### src/rtl/sar_search.sv
// Successive-approximation search: drives trial values into an external magnitude
// comparator and narrows [lo, hi] on its less/equal/greater flags until it hits or fails.
module sar_search #(
    parameter int WIDTH = 4
) (
    input  logic             clk,
    input  logic             rst,
    input  logic             start,
    output logic [WIDTH-1:0] Dout,
    input  logic             less,
    input  logic             equal,
    input  logic             greater,
    output logic             busy,
    output logic             done,
    output logic             err,
    output logic [WIDTH-1:0] result
);

    typedef enum logic [1:0] {S_IDLE, S_DRIVE, S_CMP, S_DONE} state_t;

    localparam logic [WIDTH:0]   HI_INIT  = {1'b0, {WIDTH{1'b1}}};
    localparam logic [WIDTH-1:0] MID_INIT = {1'b0, {(WIDTH-1){1'b1}}};
    localparam logic [WIDTH:0]   ONE      = {{WIDTH{1'b0}}, 1'b1};

    state_t           r_state, w_next;
    logic [WIDTH:0]   r_lo, r_hi;
    logic [WIDTH-1:0] r_dout, r_result;
    logic             r_err;

    logic             w_onehot, w_hit, w_fail;
    logic [WIDTH:0]   w_dout_ext, w_new_lo, w_new_hi;
    logic [WIDTH+1:0] w_sum;
    logic [WIDTH-1:0] w_mid;

    assign w_onehot   = ({less, equal, greater} == 3'b100) ||
                        ({less, equal, greater} == 3'b010) ||
                        ({less, equal, greater} == 3'b001);
    assign w_hit      = w_onehot && equal;
    assign w_dout_ext = {1'b0, r_dout};

    // Bound update and exit decision for the COMPARE cycle.
    always_comb begin
        w_new_lo = r_lo;
        w_new_hi = r_hi;
        w_fail   = 1'b0;
        if (!w_onehot) begin
            w_fail = 1'b1;
        end else if (less) begin
            if (r_dout == {WIDTH{1'b1}}) w_fail = 1'b1;
            else                         w_new_lo = w_dout_ext + ONE;
        end else if (greater) begin
            if (r_dout == {WIDTH{1'b0}}) w_fail = 1'b1;
            else                         w_new_hi = w_dout_ext - ONE;
        end
        if (!w_fail && !w_hit && (w_new_lo > w_new_hi)) w_fail = 1'b1;
        w_sum = {1'b0, w_new_lo} + {1'b0, w_new_hi};
        w_mid = w_sum[WIDTH:1];
    end

    always_ff @(posedge clk) begin
        if (rst) r_state <= S_IDLE;
        else     r_state <= w_next;
    end

    always_comb begin
        w_next = r_state;
        case (r_state)
            S_IDLE:  if (start) w_next = S_DRIVE;
            S_DRIVE: w_next = S_CMP;
            S_CMP:   w_next = (w_hit || w_fail) ? S_DONE : S_DRIVE;
            S_DONE:  w_next = S_IDLE;
            default: w_next = S_IDLE;
        endcase
    end

    always_comb begin
        busy = (r_state == S_DRIVE) || (r_state == S_CMP);
        done = (r_state == S_DONE);
    end

    always_ff @(posedge clk) begin
        if (rst) begin
            r_lo     <= '0;
            r_hi     <= '0;
            r_dout   <= '0;
            r_result <= '0;
            r_err    <= 1'b0;
        end else begin
            case (r_state)
                S_IDLE: if (start) begin
                    r_lo   <= '0;
                    r_hi   <= HI_INIT;
                    r_dout <= MID_INIT;
                    r_err  <= 1'b0;
                end
                S_CMP: if (w_hit || w_fail) begin
                    // Error exits also report the last trial value.
                    r_result <= r_dout;
                    r_err    <= w_fail;
                end else begin
                    r_lo   <= w_new_lo;
                    r_hi   <= w_new_hi;
                    r_dout <= w_mid;
                end
                default: ;
            endcase
        end
    end

    assign Dout   = r_dout;
    assign result = r_result;
    assign err    = r_err;

endmodule
### config.mk
export PLATFORM = sky130hd
export DESIGN_NAME = sar_search
export DESIGN_NICKNAME = d
export VERILOG_FILES = /design/src/rtl/sar_search.sv
export SDC_FILE = /design/constraint.sdc
export NUM_CORES = 1
export LEC_CHECK = 0
export ABC_AREA = 1
export BUFFER_PORTS_ARGS = -buffer_cell sky130_fd_sc_hd__buf_2
export CAP_MARGIN = 30
export CORE_ASPECT_RATIO = 0.7
export CORE_MARGIN = 5
export CORE_UTILIZATION = 30
export DETAILED_ROUTE_END_ITERATION = 7
export PLACE_DENSITY_LB_ADDON = 0.15
export SKIP_LAST_GASP = 1
export SLEW_MARGIN = 40
export SYNTH_ARGS = -nofsm -noshare
export SYNTH_HDL_FRONTEND = slang
export SYNTH_SLANG_ARGS = --single-unit
### constraint.sdc
create_clock -name clk -period 5.97 [get_ports clk]
set_clock_uncertainty 0.1 [all_clocks]
set_input_delay 0.2985 -clock clk [delete_from_list [all_inputs] [get_ports clk]]
set_output_delay 0.2985 -clock clk [all_outputs]
set_load 0.02 [all_outputs]
==> results.yml <==
outcome:
  status: "completed"
flow_run:
  maxCapViolations: 0
power:
  switching_share_pct: 47.14
  p_leak_nw: 0.8854
  p_switching_w: 0.0003284
  powerDensity_nw_per_um2: 386.7
  p_int_w: 0.0003683
  combPwrFrac_pct: 55.2
  power_frac_clock_pct: 13.6
  ir_drop_uv: 92.59
  seq_power_share_pct: 31.2
critical_path:
  slowest_stage: "dfxtp_1"
  reg2reg_slack_ns: 2.91
  r2r_cells: 16
  critPathRequiredTime_ns: 6.04
  critPathKind: "flop to flop"
  end_kind: "flop"
  r2r_start: "Dout[0]"
  path_buf_inv: 3
  rr_endpoint: "Dout[3]"
  crit_chain: "inv_1 > ha_1 > nand2_1 > nand2_2 > o21ai_0 > ha_1 > inv_1 > fa_1 > o21ai_0 > a21oi_1 > inv_1 > nand2_1 > nand3_1 > nand3_1 > nand2_1 > nor2_2"
  cp_max_fo: 9
  crit_family: "adder cells"
  slowest_delay_ns: 0.50
  startpoint_type: "flop"
  worst-endpoint-arrival_ns: 3.13
synth:
  syn_inst: 230
  synth_edf_count: 0
  yosysUniqueCellTypes: 34
  ys_warn_count: 0
  synth-seq-cells: 21
  ys_seq_area_share_pct: 25.44
  synth_ff_type: "dfxtp_1"
  netlist_area_um2: 1653
  syn-num-nets: 252
  avgSynthCellArea_um2: 7.186
  ys_async_sr_fraction_pct: 0
  synth_area_leaders: "dfxtp_1 (25%), ha_1 (11%), nor2_1 (7.9%)"
  synth_top_area_share_pct: 25.44
  post-synth-top-area-cell: "dfxtp_1"
floorplan:
  die_area_um2: 7117
  start_util_pct: 31.27
  die_x_um: 98.72
  core_area_um2: 5285
  rows: 22
  die_h_um: 72.10
  boundaryPins: 17
timing:
  worst_pin_slew_ns: 0.5452
  setup_tns_ns: 0
  finalCriticalPeriod_ns: 3.060
  post-route-period-util_pct: 51.26
  hold_viol: 0
  setup_viol: 0
  whs_ns: 0.1622
  rsz0062_at_grt: "false"
  relSlewSlack_pct: 63.61
  max_clock_freq_mhz: 326.8
  slew_violations: 0
final_layout:
  final_common_cell: "nor2_1"
  area_delta_synth_final_pct: 9.008
  drive_gt1_share_pct: 22.22
  n_fill_cell: 605
  fin_nets: 266
  antenna_cells: 0
  layout_common_cells: "nor2_1 (35), inv_1 (31), nand2_1 (31)"
placed_design:
  gp_congestion: 0.8708
  dp_hpwl_um: 2874
  io_buffers: 16
route:
  viasPerCell: 4.463
  drtAntennaViolNets: 0
  met1_length_um: 2171
  wl_per_cell_um: 12.14
  drtIter0Drc: 75
  vias: 1406
  firstDrtPassIters: 4
  met2_length_um: 1458
  wl_met3_um: 160
  routed.top_layer: "met4"
  drc: 0
  drt_wl_total_um: 3824
hold_path:
  min_from: "rst"
  worstHoldPathType: "primary input to flop"
  min_path_cells: 2
  whs_endpoint: "err"
global_routing:
  grt_antenna_before_repair: 0
  grt_max_degree: 26
  grt_pass1_wl_um: 6437
  grt_overflow: 0
  grt_pass1_vias: 1291
  grt_usage_pct: 11.24
clocking:
  cts_buffer_depth: 2
  cts_made_buffers: 3
  clkSlewWorstSetupHoldPaths_ns: 0.08
  post_cts_buffers: 0
  h-tree-depth: 1
  holdBufCountCts: 0
  cts_sinks: 21
  cts_tree: "yes"
  clockRootBuffer: "clkbuf_8"
  clock_latency_ns: 0.26
  cts_resized: 0
-- synth_stat cells, types with 2 or more instances --
library cell and number:
a21oi_1 7, a21oi_2 12, buf_2 2, buf_6 2, buf_8 2, dfxtp_1 21, ha_1 15, inv_1 31
inv_2 3, nand2_1 31, nand2_2 4, nand2_4 2, nand3_1 12, nand3_2 4, nand4_1 2, nor2_1 35
nor2_2 3, nor2_4 3, nor3_1 3, o21ai_0 13, o21ai_1 7, o21ai_2 2, xor2_1 3
-- power by group through the flow --
| stage | clock (W) | combinational [W] | sequential (W) |
|---|---|---|---|
| after floorplan | 0 | 0.000314 | 0.000220 |
| final | 0.0000949 | 0.000385 | 0.000217 |
| after CTS | 0.000101 | 0.000388 | 0.000216 |
| after detailed placement | 0 | 0.000384 | 0.000220 |
| after global routing | 0.000107 | 0.000441 | 0.000223 |
| after global placement | 0 | 0.000393 | 0.000220 |
-- flip-flops by register name (all words and copies together) (netlist names) --
signal   flops
r_hi         5
Dout         4
r_state      2
r_lo         5
err          1
result       4
-- per-stage QoR --
stage / instances / utilization [%] / worst slack, ns / area [um2] / power [W]
finish: 315 / 34.09 / 2.910 / 1802 / 0.0006968
floorplan: 230 / - / 3.261 / 1653 / 0.0005335
CTS: 315 / 34.09 / 2.906 / 1802 / 0.0007054
global placement: 311 / 33.24 / 2.897 / 1757 / 0.0006124
global route: 315 / 34.09 / 2.574 / 1802 / 0.0007714
detailed placement: 311 / 33.24 / 2.925 / 1757 / 0.0006040
-- worst max path at each step --
stage / startpoint / end / slack, ns / depth (start not counted)
6_report: Dout[0] / Dout[3] / 2.91 / 16
5_1_grt: Dout[0] / Dout[3] / 2.57 / 16
4_1_cts: Dout[0] / Dout[3] / 2.91 / 16
3_5_place_dp: Dout[0] / Dout[3] / 2.93 / 16
3_3_place_gp: Dout[0] / Dout[3] / 2.90 / 16
2_1_floorplan: Dout[0] / Dout[3] / 3.26 / 16
-- layout make-up --
type	instances	area (um2)	area share, %
tap	72	90.09	5.000
inverter	34	127.6	7.083
sequential	21	420.4	23.33
clock buffer	4	45.04	2.500
multi-input combinational	167	1031	57.22
timing repair buffer	17	87.58	4.861
-- logic make-up (layout without fill, tap and decap cells) --
kind of cell	Yosys count	count (layout)	share of synthesized area, %
buffers and inverters	42	55	12.42
AO/OA/AOI/OAI	46	46	17.87
AND/OR/NAND/NOR	101	101	29.60
adder cells (fa/ha/maj)	16	16	12.57
flip-flops	21	21	25.44
XOR/XNOR	4	4	2.120
-- layer usage --
metal / track usage (%) / up-vias
met5: 0 / -
met4: 2.727 / 0
met3: 3.554 / 4
met2: 15.81 / 16
met1: 16.52 / 628
li1: - / 758
Power figures use the tool's default switching activity.
